File: config.mk
export PLATFORM = sky130hd
export DESIGN_NAME = shifter_serial_io_flat
export DESIGN_NICKNAME = d
export VERILOG_FILES = /design/src/rtl/shifter_serial_io_pkg.sv /design/src/rtl/shifter_serial_io_if.sv /design/src/rtl/shifter_serial_io_serial_shift_reg.sv /design/src/rtl/shifter_serial_io.sv /design/src/flat_wrapper.sv
export SDC_FILE = /design/constraint.sdc
export NUM_CORES = 1
export LEC_CHECK = 0
export BUFFER_PORTS_ARGS = -buffer_cell sky130_fd_sc_hd__buf_2
export CAP_MARGIN = 20
export CORE_MARGIN = 2
export CORE_UTILIZATION = 50
export CTS_BUF_LIST = sky130_fd_sc_hd__clkbuf_16
export CTS_CLUSTER_SIZE = 30
export DETAILED_ROUTE_END_ITERATION = 8
export PLACE_DENSITY = 0.72
export SLEW_MARGIN = 15
export SYNTH_ARGS = -nofsm -noshare
export SYNTH_HDL_FRONTEND = slang
export SYNTH_SLANG_ARGS = --single-unit
File: constraint.sdc
create_clock -name clk -period 3.35 [get_ports clk]
set_clock_uncertainty 0.2 [all_clocks]
set_input_delay 0.335 -clock clk [delete_from_list [all_inputs] [get_ports clk]]
set_output_delay 0.335 -clock clk [all_outputs]
set_load 0.05 [all_outputs]
File: src/rtl/shifter_serial_io_pkg.sv
// Shared types and constants for the serial front/back end of the shifter.
package shifter_serial_io_pkg;

    localparam int unsigned DefaultWidth = 8;

    // Job sequencing: collect operands, let the shifter settle, stream the result.
    typedef enum logic [1:0] {
        StIdle = 2'd0,
        StLoad = 2'd1,
        StExec = 2'd2,
        StSend = 2'd3
    } state_e;

    // Bit counter must hold 2*width without wrapping.
    function automatic int unsigned cnt_width(input int unsigned width);
        return $clog2(2 * width) + 1;
    endfunction

endpackage

File: src/rtl/shifter_serial_io_if.sv
// Serial link plus shifter operand/result bundle.
interface shifter_serial_io_if
    import shifter_serial_io_pkg::*;
#(
    parameter int unsigned WIDTH = DefaultWidth
) ();

    logic             sin;
    logic             in_valid;
    logic             in_rdy;
    logic [WIDTH-1:0] d;
    logic [WIDTH-1:0] n;
    logic [WIDTH-1:0] w;
    logic             sout;
    logic             sout_valid;
    logic             busy;
    logic             done;

    // Environment side: drives the serial stream and the shifter result.
    modport master (
        output sin, in_valid, w,
        input  in_rdy, d, n, sout, sout_valid, busy, done
    );

    // Serial front/back end side.
    modport slave (
        input  sin, in_valid, w,
        output in_rdy, d, n, sout, sout_valid, busy, done
    );

endinterface

File: src/rtl/shifter_serial_io_serial_shift_reg.sv
// MSB-first shift register with parallel load; serial out is the current MSB.
module shifter_serial_io_serial_shift_reg
    import shifter_serial_io_pkg::*;
#(
    parameter int unsigned WIDTH = DefaultWidth
) (
    input  logic             clk,
    input  logic             rst,
    input  logic             load,
    input  logic             shift,
    input  logic             sin,
    input  logic [WIDTH-1:0] pdata,
    output logic [WIDTH-1:0] q,
    output logic             sout
);

    logic [WIDTH-1:0] data_q;

    // Parallel load wins over shift; new bits enter at the LSB.
    always_ff @(posedge clk) begin
        if (rst) begin
            data_q <= '0;
        end else if (load) begin
            data_q <= pdata;
        end else if (shift) begin
            data_q <= {data_q[WIDTH-2:0], sin};
        end
    end

    assign q    = data_q;
    assign sout = data_q[WIDTH-1];

endmodule

File: src/rtl/shifter_serial_io.sv
// Serial operand assembly, settle wait, result capture and serial result streaming.
module shifter_serial_io
    import shifter_serial_io_pkg::*;
#(
    parameter int unsigned WIDTH  = DefaultWidth,
    parameter int unsigned SETTLE = 1
) (
    input logic                clk,
    input logic                rst,
    shifter_serial_io_if.slave bus
);

    localparam int unsigned     CntW     = cnt_width(WIDTH);
    localparam int unsigned     SetW     = (SETTLE > 1) ? $clog2(SETTLE) : 1;
    localparam logic [CntW-1:0] LoadLast = CntW'(2 * WIDTH - 1);
    localparam logic [CntW-1:0] SendLast = CntW'(WIDTH - 1);
    localparam logic [SetW-1:0] SetLast  = SetW'(SETTLE - 1);

    state_e             state_q, state_d;
    logic [CntW-1:0]    cnt_q, cnt_d;
    logic [SetW-1:0]    set_q, set_d;
    logic [WIDTH-1:0]   d_q, n_q;
    logic [2*WIDTH-1:0] in_q;
    logic [2*WIDTH-1:0] in_next;
    logic               accept;
    logic               load_last;
    logic               capture;
    logic               send_last;
    logic               res_sout;
    logic [WIDTH-1:0]   res_q_unused;
    logic               in_sout_unused;
    logic               in_msb_unused;

    assign accept    = bus.in_valid && (state_q == StIdle || state_q == StLoad);
    assign load_last = accept && (state_q == StLoad) && (cnt_q == LoadLast);
    assign capture   = (state_q == StExec) && (set_q == SetLast);
    assign send_last = (state_q == StSend) && (cnt_q == SendLast);

    // Operand word as it will stand after the final accepted bit shifts in.
    assign in_next       = {in_q[2*WIDTH-2:0], bus.sin};
    assign in_msb_unused = in_q[2*WIDTH-1];

    shifter_serial_io_serial_shift_reg #(
        .WIDTH (2 * WIDTH)
    ) u_in_sr (
        .clk   (clk),
        .rst   (rst),
        .load  (1'b0),
        .shift (accept),
        .sin   (bus.sin),
        .pdata ('0),
        .q     (in_q),
        .sout  (in_sout_unused)
    );

    shifter_serial_io_serial_shift_reg #(
        .WIDTH (WIDTH)
    ) u_res_sr (
        .clk   (clk),
        .rst   (rst),
        .load  (capture),
        .shift (state_q == StSend),
        .sin   (1'b0),
        .pdata (bus.w),
        .q     (res_q_unused),
        .sout  (res_sout)
    );

    // State register.
    always_ff @(posedge clk) begin
        if (rst) begin
            state_q <= StIdle;
        end else begin
            state_q <= state_d;
        end
    end

    // Next-state decode.
    always_comb begin
        state_d = state_q;
        unique case (state_q)
            StIdle:  if (accept)    state_d = StLoad;
            StLoad:  if (load_last) state_d = StExec;
            StExec:  if (capture)   state_d = StSend;
            StSend:  if (send_last) state_d = StIdle;
            default: state_d = StIdle;
        endcase
    end

    // Bit counter (load and send phases) and settle counter next values.
    always_comb begin
        cnt_d = cnt_q;
        set_d = set_q;
        unique case (state_q)
            StIdle: if (accept) cnt_d = CntW'(1);
            StLoad: begin
                if (load_last) begin
                    cnt_d = '0;
                end else if (accept) begin
                    cnt_d = cnt_q + 1'b1;
                end
            end
            StExec:  set_d = capture ? '0 : set_q + 1'b1;
            StSend:  cnt_d = send_last ? '0 : cnt_q + 1'b1;
            default: ;
        endcase
    end

    // Counters and operand registers; d/n change only on the final load edge.
    always_ff @(posedge clk) begin
        if (rst) begin
            cnt_q <= '0;
            set_q <= '0;
            d_q   <= '0;
            n_q   <= '0;
        end else begin
            cnt_q <= cnt_d;
            set_q <= set_d;
            if (load_last) begin
                d_q <= in_next[2*WIDTH-1:WIDTH];
                n_q <= in_next[WIDTH-1:0];
            end
        end
    end

    // Output decode from current state.
    always_comb begin
        bus.in_rdy     = 1'b0;
        bus.busy       = 1'b1;
        bus.sout_valid = 1'b0;
        bus.sout       = 1'b0;
        bus.done       = 1'b0;
        unique case (state_q)
            StIdle: begin
                bus.in_rdy = 1'b1;
                bus.busy   = 1'b0;
            end
            StLoad: bus.in_rdy = 1'b1;
            StExec: ;
            StSend: begin
                bus.sout_valid = 1'b1;
                bus.sout       = res_sout;
                bus.done       = (cnt_q == SendLast);
            end
            default: ;
        endcase
    end

    assign bus.d = d_q;
    assign bus.n = n_q;

endmodule

File: src/flat_wrapper.sv
// flat-port wrapper written by rule: the top's interface ports become plain ports
module shifter_serial_io_flat import shifter_serial_io_pkg::*;
#(
    parameter int unsigned WIDTH  = DefaultWidth,
    parameter int unsigned SETTLE = 1
)
  (clk, rst, bus_sin, bus_in_valid, bus_w, bus_in_rdy, bus_d, bus_n, bus_sout, bus_sout_valid, bus_busy, bus_done);
  shifter_serial_io_if #(.WIDTH(WIDTH)) bus_i ();
  input logic clk;
  input logic rst;
  input wire logic [$bits(bus_i.sin)-1:0] bus_sin;
  input wire logic [$bits(bus_i.in_valid)-1:0] bus_in_valid;
  input wire logic [$bits(bus_i.w)-1:0] bus_w;
  output wire logic [$bits(bus_i.in_rdy)-1:0] bus_in_rdy;
  output wire logic [$bits(bus_i.d)-1:0] bus_d;
  output wire logic [$bits(bus_i.n)-1:0] bus_n;
  output wire logic [$bits(bus_i.sout)-1:0] bus_sout;
  output wire logic [$bits(bus_i.sout_valid)-1:0] bus_sout_valid;
  output wire logic [$bits(bus_i.busy)-1:0] bus_busy;
  output wire logic [$bits(bus_i.done)-1:0] bus_done;
  assign bus_i.sin = bus_sin;
  assign bus_i.in_valid = bus_in_valid;
  assign bus_i.w = bus_w;
  assign bus_in_rdy = bus_i.in_rdy;
  assign bus_d = bus_i.d;
  assign bus_n = bus_i.n;
  assign bus_sout = bus_i.sout;
  assign bus_sout_valid = bus_i.sout_valid;
  assign bus_busy = bus_i.busy;
  assign bus_done = bus_i.done;
  shifter_serial_io #(.WIDTH(WIDTH), .SETTLE(SETTLE)) u_core (.clk(clk), .rst(rst), .bus(bus_i));
endmodule
Word-level counts from Yosys, hierarchy flattened
Cells that the tools add are included.
{ "totals": {"wordCells": 50, "input_bits": 12, "regBits": 47} }
{ "classes": {"muxes": 18, "add_sub_neg": 2, "eq_ne": 10, "n_reduce_logical": 12, "n_bitwise": 1} }
{ "ops": {"columns": ["op", "n"], "rows": [
  ["$mux W5", 4],
  ["$mux W8", 2],
  ["$pmux W5 S3", 1],
  ["$mux W2", 4],
  ["$ne A2 B1 Y1 const B", 4],
  ["$pmux W2 S4", 1],
  ["$mux W1", 6],
  ["$add A5 B1 Y5 const B", 1],
  ["$eq A5 B3 Y1 const B", 1],
  ["$eq A5 B4 Y1 const B", 1],
  ["$logic_and A1 B1 Y1", 5],
  ["$eq A2 B2 Y1 const B", 2],
  ["$reduce_and A4 Y1", 1],
  ["$ne A3 B1 Y1 const B", 1],
  ["$reduce_and A3 Y1", 1],
  ["$reduce_bool A3 Y1", 1],
  ["$eq A2 B1 Y1 const B", 1],
  ["$logic_not A2 Y1", 1],
  ["$reduce_bool A2 Y1", 1],
  ["$reduce_or A2 Y1", 1],
  ["$add A1 B1 Y1 const B", 1],
  ["$logic_or A1 B1 Y1", 1],
  ["$not A1 Y1", 1]
]} }

Longest topological paths before layout
Gate-level depths: netlist of run 1.
{ "logic_depth": {"depth_word": 7, "ltp_mapped": 8, "mapped_depth_nobuf": 7} }

Modules after synthesis
From an unflattened synthesis of run 1, not the netlist that was laid out.
{ "unflattened": {"cells_unflattened": 242, "hier_area_um2": 2297.2} }
{ "by_module_without_submodules": {"columns": ["module", "cells_each", "area_per_inst_um2", "seq_area_each_um2", "instances"], "rows": [
  ["shifter_serial_io", 134, 1107.3, 480.5, 1],
  ["shifter_serial_io_serial_shift_reg at u_core.u_in_sr", 72, 813.3, 320.3, 1],
  ["shifter_serial_io_serial_shift_reg at u_core.u_res_sr", 36, 376.6, 160.2, 1]
]} }

Worst setup path before layout of run 1
Ideal clock, no wire load.
{ "synth_timing": {"path_type": "register -> output", "from": "register u_core.state_q[1]", "to": "output bus_done", "stages_incl_launch_ff": 5, "arrival_ns": 2.080, "path_buffers": 1, "setup_slack_ns": 0.735, "cell_sequence": "dfxtp_1 > ha_1 > buf_2 > inv_1 > nor2_1"} }
{ "synth_between": {"elab_chain_cells": 2} }
{ "synth_rtl": {"columns": ["element", "line_no", "source"], "rows": [
  ["start: declaration", "shifter_serial_io.sv:19", "state_e state_q, state_d;"],
  ["start signal: assignment", "shifter_serial_io.sv:72", "state_q <= StIdle;"],
  ["start signal: assignment", "shifter_serial_io.sv:74", "state_q <= state_d;"],
  ["$eq A2 B2 Y1", "shifter_serial_io.sv:133", "unique case (state_q)"],
  ["$mux W1", "shifter_serial_io.sv:133", null],
  ["end: declaration", "flat_wrapper.sv:20", "output wire logic [$bits(bus_i.done)-1:0] bus_done;"]
]} }
Every way passes these cells.

Final worst setup path of run 1
Ends and elaborated chain as after synthesis.

==> results by group, run 1 <==
STA
  – Worst-margin pin slew: 0.681 ns
  – Final Worst Setup Slack: between 0.8 and 0.9 ns
  – Fmax: 403 MHz
  – RSZ-0062 raised after global routing: no
  – Max-slew violation count: 0
  – Min Tclk post-route: approximately 2.5 ns
  – Worst hold slack: between 0.1 and 0.15 ns
  – Fin. Hold Viols: 0
  – Relative slew margins: 54.6%
  – Setup violations, final: 0
  – Final setup TNS: 0 ns
  – Final period util: 74.2%

Logic synthesis
  – Syn Nets: 255
  – Cell area after synthesis: 1960 um2
  – Top FF cell, synth: dfxtp_1
  – Mapped Cells: 236
  – Synth Warn #: 0
  – Top post-synthesis cells by area: dfxtp_1 48%, nand2_1 12%, a21oi_1 8.2%
  – Yosys top cell area share: 48.0%
  – Top cells by count, synth: 65 x nand2_1, 47 x dfxtp_1, 32 x a21oi_1
  – Async S/R FF share, synth: 0%
  – FF+latch count, synth: 47
  – Most numerous cell in the Yosys netlist: nand2_1
  – Number of flops mapped to enable cells by yosys: 0
  – Seq/Total Area, Yosys: 48.0%
  – Yosys top cell by area: dfxtp_1
  – Netlist cell types: 30
  – Mapped Avg Cell Area: a little over 8 um2

GRT
  – Pin count of the biggest net entering global routing: 31
  – Total gr overflow: 0
  – Number of global-route vias before repair: around 1,400
  – Initial antenna violation count: 0
  – Total Routing Usage GR: 18.2%
  – Global-route wire length before repair: 6150 um

Floorplan
  – Rows: 22
  – Die area: 4440 um2
  – DIE WIDTH: 66.6 um
  – Vert. Die Dim: between 60 and 70 um
  – Initial core utilization: 52.8%
  – Core ar.: 3720 um2
  – # IOs: 33

Final layout
  – Area Overhead vs Synth: 17.0%
  – Ant diodes: 0
  – Share of layout cells above drive strength 1: 17.1%
  – Post-layout nets: 281

Power and ir drop
  – P per Cell Area: 717 nW/um2
  – Static Leakage: 0.884 nW
  – Total Power: between 1.5 and 2 mW
  – Worst ir drop on vdd: 482 uV

Clock network
  – CTS tree: yes
  – Clock Latency Late Sink: between 0.2 and 0.3 ns
  – H-tree Lvls: 2
  – CTS Buf Count: 5
  – Post-CTS setup buffers: 0
  – CTS Sinks: 47
  – Post-CTS sizing: 0
  – Post-cts hold buffer count: 0
  – CTS root buf: clkbuf_16
  – Reg clk slew, reported paths: 0.06 ns
  – Clk buf depth: 2

Placed design
  – Port bufs: 32
  – DP HPWL: 2450 um
  – Routability congestion estimate: 0.837
  – Setup WS pre-CTS: 1.20 ns

Worst setup path
  – Crit path DAT: 1.95 ns
  – Register-to-Register Path Depth: 5
  – Crit end category: output pin
  – R2R setup slack: 1.17 ns
  – CP Max Fanout: 14
  – R2r startpoint: u_core.state_q[1]
  – R2r endpoint: u_core.cnt_q[3]
  – Worst setup SP type: flop
  – CP required: approximately 2.8 ns
  – Critical path type: flop to output pin

Detailed routing
  – WL met1: 1860 um
  – Total wire length: ~3600 um
  – WL met3: between 200 and 250 um
  – DR vias: 1,580
  – DR pass1 iterations: 4
  – Iteration-0 DRC Markers: 97
  – Routed wl met2: 1470 um
  – Post-route DRC: 0
  – Top layer in use: met4
  – Final ANT Viol Nets: 0
  – Vias per std cell: 5.08
  – DR WL/cell: 11.6 um

Worst hold path
  – Hold path cells: 3
  – Startpoint of the worst hold path: bus_sin
  – Min-delay worst type: input port to flop
  – Worst Hold Path EP: u_core.bus.n[0]

Outcome
  – Status: finished clean

Run
  – Max-Cap Viols: 0
area by class of cell:
| cell class | count | area, um2 |
|---|---|---|
| tap | 48 | 60.1 |
| multi-input combinational | 167 | 932 |
| timing repair buffer | 33 | 168 |
| sequential | 47 | 941 |
| fill | 335 | 1420 |
| inverter | 8 | 30.0 |
| clock buffer | 5 | 125 |
| clock inverter | 3 | 38.8 |
worst max-delay path by stage:
stage                            endpoint         startpoint  slack (ns)
final                            bus_done  u_core.state_q[1]        0.87
after global routing             bus_done  u_core.state_q[1]        0.75
after floorplan                  bus_done  u_core.state_q[1]        0.73
after global placement           bus_done  u_core.state_q[1]        1.20
after CTS                        bus_done  u_core.state_q[1]        0.89
after detailed placement  u_core.cnt_q[3]  u_core.state_q[1]        1.20
metal layers:
layer / track usage [%] / vias up
met1: 23.9 / 698
met4: 9.95 / 0
met2: 27.0 / 43
li1: - / 832
met5: 0 / -
met3: 4.90 / 7
kinds of logic after synthesis:
logic type,count (synthesis),share of synthesized area [%]
AOI/OAI and AO/OA,50,15.8
buffers and inverters,22,4.47
muxes,10,5.17
and+or+nand+nor,100,22.1
adders and majority gates,7,4.47
DFF,47,48.0
where the power goes:
part / switching, mW / leakage, nW / internal (mW)
Clock: 0.199 / 0.0812 / 0.348
Combinational: 0.291 / 0.422 / 0.150
Sequential: 0.0437 / 0.380 / 0.614
Total: 0.533 / 0.884 / 1.11
critical path, stage by stage (launching register included):
cell	delay [ns]
dfxtp_1	0.46
ha_1	0.65
inv_1	0.13
nor2_1	0.15
buf_2	0.27
cell usage in the layout (no fill, tap or decap):
cell type | synthesis | routed
nand3_1 | 4 | 4
clkinv_2 | 0 | 1
buf_2 | 4 | 32
a2111oi_4 | 1 | 1
nor4_1 | 1 | 1
dfxtp_1 | 47 | 47
a21o_2 | 1 | 1
bufinv_16 | 0 | 1
nand2_1 | 65 | 65
mux2_2 | 1 | 1
nor2_1 | 18 | 18
nor3b_1 | 1 | 1
nor3_1 | 2 | 2
ha_1 | 7 | 7
mux2i_1 | 9 | 9
nor2b_1 | 1 | 1
and3_2 | 1 | 1
and3_1 | 1 | 1
clkinv_1 | 0 | 1
clkbuf_16 | 0 | 5
nand2b_1 | 1 | 1
a21oi_1 | 32 | 32
a32o_1 | 1 | 1
and2_1 | 3 | 3
or2_1 | 1 | 1
o21ai_1 | 1 | 1
o21ai_0 | 2 | 2
buf_4 | 0 | 1
a211oi_1 | 9 | 9
nand4bb_4 | 1 | 1
a21boi_1 | 1 | 1
a31oi_1 | 2 | 2
inv_1 | 8 | 8
registers in the layout, indices dropped and copies added, names as in the netlist:
register	count
u_core.set_q	1
u_core.bus.n	8
u_core.state_q	2
u_core.cnt_q	5
u_core.bus.d	8
u_core.u_in_sr.q	15
u_core.u_res_sr.q	8
through the flow:
step,std cells,utilization [%],area (um2)
after floorplan,236,-,1960
after global placement,303,57.3,2130
after detailed placement,303,57.3,2130
after CTS,311,61.8,2290
after global routing,311,61.8,2290
final,311,61.8,2290
No activity file was read; power rests on OpenSTA's default activity.
==> run 2, diff against run 1 <==
--- a/config.mk
+++ b/config.mk
@@ -5,6 +5,7 @@
 export SDC_FILE = /design/constraint.sdc
 export NUM_CORES = 1
 export LEC_CHECK = 0
+export ABC_AREA = 1
 export BUFFER_PORTS_ARGS = -buffer_cell sky130_fd_sc_hd__buf_2
 export CAP_MARGIN = 20
 export CORE_MARGIN = 2
==> constraint.sdc (replaced) <==
create_clock -name clk -period 2.4 [get_ports clk]
set_clock_uncertainty 0.2 [all_clocks]
set_input_delay 0.24 -clock clk [delete_from_list [all_inputs] [get_ports clk]]
set_output_delay 0.24 -clock clk [all_outputs]
set_load 0.05 [all_outputs]
==> run 2 against run 1 <==
  * Clock-buffer cell count did not move
  * Combinational power rose by 53%
  * Hold slack got worse by 0.085 ns
  * Sequential power rose by 57%
  * Area after synthesis fell by 0.38%
  * Critical path type unchanged
==> results by group, run 2 <==
Final layout
  – Area Overhead vs Synth: 18.6%
  – Post-layout nets: 310 (+10%)
  – Most common cell after layout, fill and taps aside: dfxtp_1
  – Max reg flops: 15 (unchanged)
  – Ant diodes: 0 (unchanged)
  – Share of layout cells above drive strength 1: 16.4% (-0.67 points)
  – Most frequent cells in the layout: 47 x dfxtp_1, 43 x nor2_1, 37 x o21ai_0
  – Fillcell total: 354 (+5.7%)

GRT
  – Initial antenna violation count: 0 (unchanged)
  – Total Routing Usage GR: 19.3% (+1.1 points)
  – Number of global-route vias before repair: 1,526 (+5.9%)
  – Total gr overflow: 0 (unchanged)
  – Pin count of the biggest net entering global routing: 33 (+6.5%)
  – Global-route wire length before repair: 6580 um (+7.1%)

Clock network
  – CTS Sinks: 47 (unchanged)
  – Clk buf depth: 2 (unchanged)
  – H-tree Lvls: 2 (unchanged)
  – Reg clk slew, reported paths: 0.06 ns (about the same)
  – CTS tree: yes
  – Post-CTS sizing: 0 (unchanged)
  – CTS root buf: clkbuf_16
  – Post-CTS setup buffers: 0 (unchanged)
  – Clock Latency Late Sink: 0.28 ns (about the same)
  – Post-cts hold buffer count: 0 (unchanged)
  – CTS Buf Count: 5 (unchanged)

Logic synthesis
  – Number of flops mapped to enable cells by yosys: 0 (unchanged)
  – Seq/Total Area, Yosys: 48.2% (+0.18 points)
  – Top cells by count, synth: 47 x dfxtp_1, 43 x nor2_1, 37 x o21ai_0
  – Cell area after synthesis: 1950 um2 (-0.38%)
  – Most numerous cell in the Yosys netlist: dfxtp_1
  – Top post-synthesis cells by area: dfxtp_1 48%, o21ai_0 9.5%, nor2_1 8.3%
  – Netlist cell types: 20 (-33%)
  – Syn Nets: 279 (+9.4%)
  – Yosys top cell area share: 48.2% (+0.18 points)
  – Mapped Avg Cell Area: 7.51 um2 (-9.6%)
  – Top FF cell, synth: dfxtp_1
  – Synth Warn #: 0 (unchanged)
  – Async S/R FF share, synth: 0% (unchanged)
  – Mapped Cells: 260 (+10%)
  – FF+latch count, synth: 47 (unchanged)
  – Yosys top cell by area: dfxtp_1

STA
  – Final setup TNS: 0 ns (unchanged)
  – Relative slew margins: 70.4% (+16 points)
  – Fmax: 506 MHz
  – Worst hold slack: 0.0233 ns (-0.0850 ns)
  – Setup violations, final: 0 (unchanged)
  – Max-slew violation count: 0 (unchanged)
  – Worst-margin pin slew: 0.441 ns (-0.239 ns)
  – Fin. Hold Viols: 0 (unchanged)
  – RSZ-0062 raised after global routing: no
  – Final period util: between 80 and 90%
  – Min Tclk post-route: 1.98 ns

Detailed routing
  – DR vias: 1,695 (+7.3%)
  – DR pass1 iterations: 4 (unchanged)
  – Vias per std cell: 4.99 (-1.9%)
  – Post-route DRC: 0 (unchanged)
  – Final ANT Viol Nets: 0 (unchanged)
  – DR WL/cell: 11.4 um (-2.3%)
  – Total wire length: 3860 um (+6.8%)
  – Iteration-0 DRC Markers: 125 (+29%)

Run
  – Max-Cap Viols: 0 (unchanged)

Floorplan
  – DIE WIDTH: 66.5 um (-0.18%)
  – Initial core utilization: 52.6% (-0.20 points)
  – Vert. Die Dim: 66.5 um (-0.18%)
  – Rows: 22 (unchanged)
  – # IOs: 33 (unchanged)
  – Core ar.: 3720 um2 (unchanged)
  – Die area: 4420 um2 (-0.36%)

Outcome
  – Status: finished clean

Power and ir drop
  – Static Leakage: 1.03 nW (+16%)
  – Total Power: 2.49 mW (+51%)
  – P per Cell Area: 1070 nW/um2 (+50%)
  – Worst ir drop on vdd: 470 uV (-2.5%)

Worst setup path
  – Max incr delay on CP: 0.39 ns (-0.26 ns)
  – Worst Path Buf+Inv: 2 (unchanged)
  – CP Max Fanout: 9 (-5)
  – Worst path slowest cell: dfxtp_1
  – CP cell instances: ha_1 > inv_2 > nor2_1 > buf_2
  – Critical path type: flop to output pin
  – Worst setup SP type: flop
  – Crit end category: output pin
  – CP required: 1.96 ns (-0.85 ns)
  – Dominant delay contributor by cell family on the critical path: buffers and inverters
  – Crit path DAT: 1.54 ns (-0.41 ns)

Worst hold path
  – Min-delay worst type: input port to flop

Placed design
  – Routability congestion estimate: 0.803 (-4.0%)
  – DP HPWL: 2570 um (+5.0%)
  – Port bufs: 32 (unchanged)
==> run 2: cell types whose count changed in the layout (fill, tap and decap cells not counted), sizes merged, moves of 3 or more <==
| cell | previous run | this run |
|---|---|---|
| a31oi | 2 | 5 |
| nand3 | 4 | 10 |
| nand2 | 65 | 34 |
| and2 | 3 | 0 |
| a211oi | 9 | 0 |
| nor2 | 18 | 43 |
| a21oi | 32 | 24 |
| o21ai | 3 | 41 |
| mux2i | 9 | 0 |
| inv | 8 | 35 |
==> run 2: cell families after synthesis <==
logic type      count (synthesis)  synth area share, %
simple gates                   91                 19.5
compound gates                 70                 18.3
flops                          47                 48.2
buf+inv                        45                 9.61
fa+ha+maj                       7                 4.48
==> run 2: layout make-up <==
type                            count  area (um2)  share of cell area [%]
Clock buffer                        5         125                    5.40
Multi-Input combinational cell    168         825                    35.6
Sequential cell                    47         941                    40.6
Timing Repair Buffer               35         195                    8.43
Tap cell                           48        60.1                    2.59
Inverter                           34         128                    5.51
Clock inverter                      3        42.5                    1.84
==> run 2: final timing paths <==
| path | from | to | slack [ns] | cells after the start |
|---|---|---|---|---|
| max | u_core.state_q[1] | bus_done | 0.42 | 4 |
| min | rst | u_core.cnt_q[1] | 0.02 | 2 |
| max reg2reg | u_core.cnt_q[0] | u_core.bus.d[1] | 0.53 | 8 |
| min reg2reg | u_core.bus.d[7] | u_core.bus.d[7] | 0.24 | 2 |
==> run 2: layer usage <==
metal | up-vias | track usage (%) | share of wire [%]
met5 | - | 0 | 0
met1 | 779 | 22.7 | 44
li1 | 896 | - | -
met4 | 0 | 5.36 | 0.44
met3 | 2 | 4.56 | 2.9
met2 | 18 | 34.8 | 52
==> run 2: stage by stage <==
stage | instance area [um2] | setup slack, ns | utilization (%) | instances
2_1_floorplan | 1950 | 0.0594 | - | 260
3_3_place_gp | 2150 | 0.569 | 57.8 | 332
3_5_place_dp | 2150 | 0.547 | 57.8 | 332
4_1_cts | 2320 | 0.415 | 62.3 | 340
5_1_grt | 2320 | 0.306 | 62.3 | 340
6_report | 2320 | 0.424 | 62.3 | 340
==> run 2: worst register-to-register path, delay by kind of cell (launching register included) <==
kind	cells	cell delay, ns
flops	1	0.38
fa+ha+maj	2	0.38
simple gates	3	0.26
buf+inv	1	0.23
compound gates	2	0.30
==> run 2: where the power goes <==
group | internal, mW | leakage, nW | switching [mW]
logic | 0.219 | 0.563 | 0.454
clock network | 0.491 | 0.0818 | 0.286
registers | 0.932 | 0.383 | 0.103
total | 1.64 | 1.03 | 0.843
==> run 3, diff against run 2 <==
--- a/config.mk
+++ b/config.mk
@@ -5,15 +5,15 @@
 export SDC_FILE = /design/constraint.sdc
 export NUM_CORES = 1
 export LEC_CHECK = 0
-export ABC_AREA = 1
+export ABC_AREA = 0
 export BUFFER_PORTS_ARGS = -buffer_cell sky130_fd_sc_hd__buf_2
 export CAP_MARGIN = 20
 export CORE_MARGIN = 2
-export CORE_UTILIZATION = 50
+export CORE_UTILIZATION = 49
 export CTS_BUF_LIST = sky130_fd_sc_hd__clkbuf_16
 export CTS_CLUSTER_SIZE = 30
 export DETAILED_ROUTE_END_ITERATION = 8
-export PLACE_DENSITY = 0.72
+export PLACE_DENSITY = 0.74
 export SLEW_MARGIN = 15
 export SYNTH_ARGS = -nofsm -noshare
 export SYNTH_HDL_FRONTEND = slang
==> constraint.sdc (replaced) <==
create_clock -name clk -period 1.7 [get_ports clk]
set_clock_uncertainty 0.2 [all_clocks]
set_input_delay 0.17 -clock clk [delete_from_list [all_inputs] [get_ports clk]]
set_output_delay 0.17 -clock clk [all_outputs]
set_load 0.05 [all_outputs]
==> run 3 against run 2 <==
  * The run now ends with setup timing left
  * Final cell count is 3.2% higher
  * Non-clock buffer count is 37 higher
  * Die area is 2.3% higher
==> results by group, run 3 (synthesis gave the netlist of run 1 again) <==
Outcome
  – Status: finished, violations left
  – Failing checks: setup timing

STA
  – Max-slew violation count: 0 (unchanged)
  – Fmax: 540 MHz
  – Worst-margin pin slew: 0.413 ns (-0.0282 ns)
  – Final Worst Setup Slack: -0.152 ns (-0.576 ns)
  – RSZ-0062 raised after global routing: yes
  – Final period util: 109%
  – Setup violations, final: 27 (+27)
  – Relative slew margins: 72.5% (+2.1 points)
  – Fin. Hold Viols: 0 (unchanged)
  – Min Tclk post-route: 1.85 ns

Power and ir drop
  – Worst ir drop on vdd: 1180 uV (+150%)
  – P per Cell Area: 1380 nW/um2 (+28%)
  – Total Power: 4.04 mW (+63%)
  – Static Leakage: 1.14 nW (+10%)

Clock network
  – CTS tree: yes
  – Clock Latency Late Sink: 0.29 ns (about the same)
  – CTS Buf Count: 5 (unchanged)
  – H-tree Lvls: 2 (unchanged)
  – Reg clk slew, reported paths: 0.07 ns (about the same)
  – Clk buf depth: 2 (unchanged)
  – CTS root buf: clkbuf_16
  – CTS Sinks: 47 (unchanged)

Worst setup path
  – CP Max Fanout: 8 (-1)
  – Crit path launch: u_core.cnt_q[1]
  – Crit path DAT: 1.87 ns (+0.33 ns)
  – CP endpoint: u_core.bus.n[0]
  – Worst Path Buf+Inv: 2 (unchanged)
  – Critical path type: flop to flop
  – CP required: 1.72 ns (-0.24 ns)
  – R2r endpoint: u_core.bus.n[0]
  – Crit end category: flop
  – Dominant delay contributor by cell family on the critical path: simple AND/OR/NAND/NOR gates
  – Crit path depth: 8 (+4)
  – CP cell instances: ha_4 > and3_4 > ha_4 > buf_4 > buf_6 > and3_4 > nand2_2 > a21oi_2
  – Max incr delay on CP: 0.36 ns (-0.03 ns)
  – R2r startpoint: u_core.cnt_q[1]
  – Register-to-Register Path Depth: 8 (unchanged)
  – Worst setup SP type: flop
  – R2R setup slack: -0.15 ns (-0.68 ns)
  – Worst path slowest cell: dfxtp_2

Final layout
  – Ant diodes: 0 (unchanged)
  – Share of layout cells above drive strength 1: 39.6% (+23 points)
  – Fillcell total: 241 (-32%)
  – FF+latch area: 955 um2 (+1.5%)
  – Area of the multi-input gates: 1140 um2 (+39%)
  – Post-layout nets: 321 (+3.5%)
  – Most frequent cells in the layout: 55 x nand2_1, 42 x dfxtp_1, 28 x buf_2
  – Area Overhead vs Synth: 50.0%
  – Most common cell after layout, fill and taps aside: nand2_1
  – Max reg flops: 15 (unchanged)
  – Design Area, Final: 2940 um2 (+27%)

Placed design
  – Port bufs: 32 (unchanged)
  – Routability congestion estimate: 0.891 (+11%)
  – Post-placement cell area: 2400 um2 (+12%)
  – DP HPWL: 2780 um (+8.0%)

GRT
  – Total gr overflow: 0 (unchanged)
  – Global-route wire length before repair: 7380 um (+12%)
  – Pin count of the biggest net entering global routing: 37 (+12%)
  – Total Routing Usage GR: 21.8% (+2.5 points)
  – Number of global-route vias before repair: 1,586 (+3.9%)
  – Initial antenna violation count: 0 (unchanged)

Detailed routing
  – Iteration-0 DRC Markers: 161 (+29%)
  – Final ANT Viol Nets: 0 (unchanged)
  – DR vias: 1,905 (+12%)
  – DR pass1 iterations: 4 (unchanged)
  – DR WL/cell: 15.7 um (+38%)
  – Total wire length: 5500 um (+43%)
  – Post-route DRC: 0 (unchanged)
  – Vias per std cell: 5.43 (+8.9%)

Floorplan
  – Die area: 4520 um2 (+2.3%)
  – Rows: 22 (unchanged)
  – Vert. Die Dim: 67.3 um (+1.1%)
  – DIE WIDTH: 67.3 um (+1.1%)
  – # IOs: 33 (unchanged)
  – Core ar.: 3740 um2 (+0.74%)
  – Initial core utilization: 52.4% (-0.19 points)

Worst hold path
  – Startpoint of the worst hold path: bus_w[7]
  – Min-delay worst type: input port to flop

Run
  – Max-Cap Viols: 0 (unchanged)
## run 3: metrics by stage
stage                     hold slack, ns  util [%]  cells  setup TNS [ns]  worst slack (ns)
after floorplan                    0.106         -    236          -0.733            -0.130
after global placement             0.228      64.2    324         -0.0665           -0.0414
after detailed placement           0.234      64.2    324          -0.210            -0.111
after CTS                        0.00328      73.1    343          -0.618            -0.129
after global routing              0.0245      78.5    351           -4.60            -0.253
final                             0.0199      78.5    351           -2.68            -0.152
## run 3: what timing repair did
item | in CTS | in global routing
hold endpoints to repair | 8 | 0
hold buffers | 7 | 0
setup buffers | 5 | 6
gates resized for setup | 14 | 37
pin swaps | 8 | 10
cloned | 0 | 2
endpoints found under the setup margin | 23 | 44
## run 3: final cells by class
| cell class | count | area share, % |
|---|---|---|
| clock buffers | 5 | 4.26 |
| inverters | 8 | 1.19 |
| multi-input cells | 168 | 38.9 |
| repair buffers | 72 | 19.6 |
| flip-flops and latches | 47 | 32.5 |
| well taps | 48 | 2.04 |
| clock inverters | 3 | 1.57 |
## run 3: worst reg2reg max path, delay by kind of cell, from the launching register on
family	cells	cell delay [ns]
buffers and inverters	2	0.20
adder cells (fa/ha/maj)	2	0.32
flip-flops	1	0.36
AND/OR/NAND/NOR	3	0.55
AO/OA/AOI/OAI	1	0.15
## run 3: power by group
group / switching, mW / total (mW) / internal (mW)
clock network: 0.437 / 1.14 / 0.699
registers: 0.0985 / 1.32 / 1.22
logic: 0.823 / 1.59 / 0.763
## run 3: how the worst min path moves through the flow
stage | end | cells after the start
2_1_floorplan | u_core.u_in_sr.q[0] | 2
3_3_place_gp | u_core.u_in_sr.q[0] | 3
3_5_place_dp | u_core.u_in_sr.q[0] | 3
4_1_cts | u_core.u_res_sr.q[7] | 3
5_1_grt | u_core.u_res_sr.q[7] | 3
6_report | u_core.u_res_sr.q[7] | 3
## run 3: metal layers
| layer | vias up | wire length [um] | track usage [%] |
|---|---|---|---|
| met5 | - | 0 | 0 |
| met4 | 0 | 144 | 6.63 |
| met3 | 14 | 283 | 5.17 |
| met2 | 67 | 2730 | 34.8 |
| met1 | 902 | 2350 | 29.4 |
| li1 | 922 | - | - |
